## config.mk

```make
export PLATFORM = sky130hd
export DESIGN_NAME = uart_rx
export DESIGN_NICKNAME = d
export VERILOG_FILES = /design/src/rtl/uart_pkg.sv /design/src/rtl/uart_sync2.sv /design/src/rtl/uart_rx.sv
export SDC_FILE = /design/constraint.sdc
export NUM_CORES = 1
export LEC_CHECK = 0
export CELL_PAD_IN_SITES_DETAIL_PLACEMENT = 2
export CELL_PAD_IN_SITES_GLOBAL_PLACEMENT = 2
export CORE_ASPECT_RATIO = 1.2
export CORE_MARGIN = 1
export CORE_UTILIZATION = 32
export DETAILED_ROUTE_END_ITERATION = 10
export PLACE_DENSITY_LB_ADDON = 0.1
export SYNTH_ARGS = -nofsm -noshare
export SYNTH_HDL_FRONTEND = slang
export SYNTH_SLANG_ARGS = --single-unit
```

## constraint.sdc

```tcl
create_clock -name clk -period 1.5 [get_ports clk]
set_input_delay 0.225 -clock clk [delete_from_list [all_inputs] [get_ports clk]]
set_output_delay 0.225 -clock clk [all_outputs]
set_load 0.02 [all_outputs]
```

## src/rtl/uart_pkg.sv

```systemverilog
`default_nettype none
// ============================================================================
//  Module      : uart_pkg
//  Description : Shared UART definitions: receiver/transmitter state
//                encoding, oversampling constants and default frame shape.
//  Revision    : 1.0 - initial release
// ============================================================================
package uart_pkg;

  // Frame-level states; PARITY is only visited when parity is built in
  typedef enum logic [2:0] {
    IDLE   = 3'd0,
    START  = 3'd1,
    DATA   = 3'd2,
    PARITY = 3'd3,
    STOP   = 3'd4
  } uart_state_t;

  localparam int OVERSAMPLE      = 16;  // s_tick pulses per bit period
  localparam int MID_START       = 7;   // tick index of the start-bit midpoint
  localparam int DBIT_DEFAULT    = 8;
  localparam int SB_TICK_DEFAULT = 16;

endpackage : uart_pkg
`default_nettype wire

```

## src/rtl/uart_sync2.sv

```systemverilog
`default_nettype none
// ============================================================================
//  Module      : uart_sync2
//  Description : Two-flop synchronizer for an asynchronous level input.
//                Resets to 1 so an idle-high serial line never looks like a
//                start bit on the way out of reset.
//  Revision    : 1.0 - initial release
// ============================================================================
module uart_sync2 (
  input  logic clk,
  input  logic reset_n,
  input  logic d,
  output logic q
);

  logic r_meta;

  // Two back-to-back flops; only q is consumed by downstream logic
  always_ff @(posedge clk) begin
    if (!reset_n) begin
      r_meta <= 1'b1;
      q      <= 1'b1;
    end else begin
      r_meta <= d;
      q      <= r_meta;
    end
  end

endmodule : uart_sync2
`default_nettype wire

```

## src/rtl/uart_rx.sv

```systemverilog
`default_nettype none
// ============================================================================
//  Module      : uart_rx
//  Description : 16x-oversampled UART receiver. Samples each bit at mid-bit,
//                assembles DBIT data bits LSB first and presents the word
//                with a one-cycle rx_done_tick; a low stop bit yields a
//                one-cycle frame_err instead.
//                Optional parity: define UART_RX_PARITY_EN to add a parity
//                bit after the data (parity_odd input, parity_err output).
//  Revision    : 1.0 - initial release
// ============================================================================
module uart_rx
  import uart_pkg::*;
#(
  parameter int DBIT    = DBIT_DEFAULT,
  parameter int SB_TICK = SB_TICK_DEFAULT
) (
  input  logic            clk,
  input  logic            reset_n,
  input  logic            rx,
  input  logic            s_tick,
`ifdef UART_RX_PARITY_EN
  input  logic            parity_odd,
  output logic            parity_err,
`endif
  output logic [DBIT-1:0] dout,
  output logic            rx_done_tick,
  output logic            frame_err
);

  // Tick counter needs a fifth bit once the stop phase exceeds one bit
  localparam int SW = (SB_TICK > OVERSAMPLE) ? 5 : 4;

  localparam logic [SW-1:0] C_S_MID  = SW'(MID_START);
  localparam logic [SW-1:0] C_S_LAST = SW'(OVERSAMPLE - 1);
  localparam logic [SW-1:0] C_S_STOP = SW'(SB_TICK - 1);
  localparam logic [2:0]    C_N_LAST = 3'(DBIT - 1);

  uart_state_t     r_state;
  logic [SW-1:0]   r_s;
  logic [2:0]      r_n;
  logic [DBIT-1:0] r_sreg;
  logic            w_rx_s;
`ifdef UART_RX_PARITY_EN
  logic            r_par_bit;
`endif

  uart_sync2 u_sync (
    .clk     (clk),
    .reset_n (reset_n),
    .d       (rx),
    .q       (w_rx_s)
  );

  // Frame FSM: counters advance only on s_tick; strobes are registered pulses
  always_ff @(posedge clk) begin
    if (!reset_n) begin
      r_state      <= IDLE;
      r_s          <= '0;
      r_n          <= '0;
      r_sreg       <= '0;
      dout         <= '0;
      rx_done_tick <= 1'b0;
      frame_err    <= 1'b0;
`ifdef UART_RX_PARITY_EN
      r_par_bit    <= 1'b0;
      parity_err   <= 1'b0;
`endif
    end else begin
      rx_done_tick <= 1'b0;
      frame_err    <= 1'b0;
`ifdef UART_RX_PARITY_EN
      parity_err   <= 1'b0;
`endif
      case (r_state)
        IDLE: begin
          // A tick coinciding with the falling edge is deliberately ignored
          if (!w_rx_s) begin
            r_state <= START;
            r_s     <= '0;
          end
        end
        START: begin
          if (s_tick) begin
            if (r_s == C_S_MID) begin
              if (!w_rx_s) begin
                r_state <= DATA;
                r_s     <= '0;
                r_n     <= '0;
              end else begin
                r_state <= IDLE;  // false start: line back high at mid-bit
              end
            end else begin
              r_s <= r_s + SW'(1);
            end
          end
        end
        DATA: begin
          if (s_tick) begin
            if (r_s == C_S_LAST) begin
              r_s    <= '0;
              r_sreg <= {w_rx_s, r_sreg[DBIT-1:1]};
              if (r_n == C_N_LAST) begin
`ifdef UART_RX_PARITY_EN
                r_state <= PARITY;
`else
                r_state <= STOP;
`endif
              end else begin
                r_n <= r_n + 3'd1;
              end
            end else begin
              r_s <= r_s + SW'(1);
            end
          end
        end
`ifdef UART_RX_PARITY_EN
        PARITY: begin
          if (s_tick) begin
            if (r_s == C_S_LAST) begin
              r_s       <= '0;
              r_par_bit <= w_rx_s;
              r_state   <= STOP;
            end else begin
              r_s <= r_s + SW'(1);
            end
          end
        end
`endif
        STOP: begin
          if (s_tick) begin
            if (r_s == C_S_STOP) begin
              // Leaving at mid stop bit lets an immediate next start be seen
              r_state <= IDLE;
              if (w_rx_s) begin
                dout         <= r_sreg;
                rx_done_tick <= 1'b1;
`ifdef UART_RX_PARITY_EN
                parity_err   <= ((^r_sreg) ^ parity_odd) != r_par_bit;
`endif
              end else begin
                frame_err <= 1'b1;
              end
            end else begin
              r_s <= r_s + SW'(1);
            end
          end
        end
        default: r_state <= IDLE;
      endcase
    end
  end

endmodule : uart_rx
`default_nettype wire

```

==> metrics.txt <==
Syn Area/Cell=between 9 and 10 sq um; gr ovfl total=0; fmax=approximately 650 MHz; status=finished, violations left; Lkg Pwr=between 0.8 and 0.9 nW; Worst R2R End=r_state[2]; CP max FO=7; Final Max Tran Viols=0; CTS root buffer=clkbuf_8; WP data arrival=1.73 ns; RSZ-0062 raised after global routing=true; vias in the first global route=1458; I/O Buffers=13; drt initial violations=23; die area=between 4000 and 5000 sq um; Synth area leader=dfxtp_1; final wirelength=around 4300 microns; Max clock buf depth=2; top cell type's share of synthesized area=about two fifths; Via Count=approximately 1300; final worst-path cycle share=102%; Post-synth top cells=dfxtp_1, mux2i_1, nor2_1, nand2_1; reg2reg start=r_state[1]; syn_nets=~160; die height=76.5 microns; Routed wire per std cell=17.6 microns; CTS buffer count=5; asr flop ratio synth=0%; Via density=around 5.1; CTS sink count=30; filler instances=485; # IOs=14; sequential cell area=608 sq um; pre-CTS setup slack=-0.436 ns; PwrDens=about 900 nW/um^2; starting density of the core=between 30 and 40%; worst setup margin=-0.0289 ns; dpl hpwl=3090 microns; Seq/Total Area, Yosys=40.5%; First-pass DRT Iterations=4; Yosys cell types=45; count of final hold-check violations=0; routability congestion estimate from global placement=about 0.84; Worst-Margin Slew=0.366 ns; final setup fails=3; hold worst-path end=u_sync.q; H-tree Lvls=2; core area=roughly 4400 sq um; flop2flop setup slack=-0.03 ns; post-synthesis register bit count=30; most common cell in the netlist=dfxtp_1; site row count=26; wire length of the first global-routing pass=about 7100 microns; Multi-input gate area=about 900 sq um; Post-Syn Instances=about 160; Clock Latency Late Sink=0.28 ns; EDFF count, synth=0; crit path launch type=flip-flop; final net count=between 150 and 200; largest net degree at the start of global routing=20; Most used DFF post-synth=dfxtp_1; Synth Area in XOR/XNOR=1.18%; share of layout cells above drive strength 1=about a third; Total Routing Usage GR=between 10% and 20%; maximum VDD drop=roughly 0.00046 V; final core utilization=a little under half; HP Class=flip-flop to flip-flop; Max Cap Viol=0; failing checks=negative setup slack; CTS clk-pin slew, worst paths=roughly 0.060 ns; area share of and/or/nand/nor cells after synthesis=roughly a fifth; Ant. Diodes=0; Area growth syn-to-layout=36.7%; hold_sp=u_sync.r_meta; Hold Path Stages=1; CP endpoint kind=flip-flop; CTS tree=done; mux cell area share after synthesis=between 15 and 20%; CP required=~1.7 ns; initial antenna violation count=0; Placed Cells=235; post-synthesis adder-cell area fraction=about 3.3%; Syn. warnings=0; post-route minimum period=1.53 ns; Cell Count, Final, Fillers Out=roughly 240; Post-Syn Area=~1500 sq um; CP Class=flip-flop to flip-flop; die width=about 64 microns; Area contributors post-synth=dfxtp_1, mux2i_1, nor2_1; Fin Clk Skew=0.00502 ns; compound-gate portion of the synthesized area=12.7%; DRC=0; largest family of logic cells by synthesized area=simple AND/OR/NAND/NOR gates; max_slew headroom=between 70% and 80%; Reg2Reg Depth=4; Final ANT Viol Nets=0
==> metrics by stage <==
step / area, sq um / setup TNS, ns / total power [mW] / hold WS (ns)
final: 2020 / -0.0410 / 1.83 / 0.417
after global routing: 2020 / -0.813 / 1.92 / 0.430
after CTS: 1930 / -0.0728 / 1.83 / 0.423
after detailed placement: 1780 / -6.25 / 1.16 / 0.403
after global placement: 1780 / -5.54 / 1.15 / 0.391
after floorplan: 1480 / 0 / 1.05 / 0.326
==> critical path, stage by stage, from the launching register on <==
cell and delay [ns]:
dfxtp_2 0.37, or3b_4 0.45, o32a_2 0.26, o311ai_4 0.11
mux2i_1 0.26
==> how the worst max path moves through the flow <==
| stage | start | to | slack [ns] | depth (start not counted) |
|---|---|---|---|---|
| 6_report | r_state[1] | r_state[2] | -0.03 | 4 |
| 5_1_grt | r_state[1] | r_s[2] | -0.07 | 4 |
| 4_1_cts | r_s[1] | r_state[2] | -0.04 | 5 |
| 3_5_place_dp | s_tick | r_s[1] | -0.44 | 5 |
| 3_3_place_gp | s_tick | r_s[1] | -0.35 | 5 |
| 2_1_floorplan | r_s[0] | r_sreg[7] | 0.01 | 6 |
==> flip-flops by register name, summed over array words and instances (netlist names) <==
| signal | count |
|---|---|
| u_sync.q | 1 |
| r_sreg | 8 |
| r_state | 3 |
| dout | 8 |
| r_s | 4 |
| r_n | 3 |
| u_sync.r_meta | 1 |
| rx_done_tick | 1 |
| frame_err | 1 |
==> metal layers <==
metal	wire (microns)	vias up	track usage (%)
met5	0	-	0
met4	91	0	8.89
met3	87	8	3.44
met2	2430	18	36.1
met1	1680	614	20.1
li1	-	615	-
==> cells in the final DEF (no fill, tap or decap), drive strengths merged, types with 2 or more instances in the layout <==
cell type / netlist / layout
or3b: 2 / 2
xnor2: 2 / 2
inv: 2 / 2
nand2b: 3 / 3
mux2i: 23 / 23
o21ai: 4 / 4
and2: 2 / 2
dfxtp: 30 / 30
clkdlybuf4s50: 0 / 10
a21oi: 3 / 3
nor3b: 4 / 4
nor2: 22 / 22
clkbuf: 4 / 7
o21bai: 2 / 2
nand3: 4 / 4
nand2: 13 / 13
o211ai: 2 / 2
dlymetal6s2s: 0 / 3
ha: 3 / 3
o31ai: 2 / 2
buf: 9 / 25
==> kinds of logic after synthesis <==
kind of cell / after synthesis
xor+xnor: 2
compound gates: 23
fa+ha+maj: 4
mux: 23
buf+inv: 15
simple gates: 59
flops: 30
==> where the power goes <==
part / switching [mW] / total, mW / internal (mW)
logic: 0.193 / 0.380 / 0.187
registers: 0.0203 / 0.839 / 0.819
clock network: 0.293 / 0.612 / 0.319
total: 0.506 / 1.83 / 1.32
==> final cells by class <==
| cell class | instances | share of cell area, % |
|---|---|---|
| Tap cell | 56 | 3.46 |
| Multi-Input combinational cell | 111 | 45.4 |
| Timing Repair Buffer | 38 | 17.0 |
| Inverter | 2 | 0.371 |
| Clock buffer | 7 | 3.77 |
| Sequential cell | 30 | 30.0 |
==> timing repair <==
item,CTS,global route
hold buffers,0,0
setup endpoints to repair,27,28
setup buffers,0,2
pin swaps,5,5
endpoints found under the hold margin,0,0
resized for setup,21,16
No activity file was read; power rests on OpenSTA's default activity.
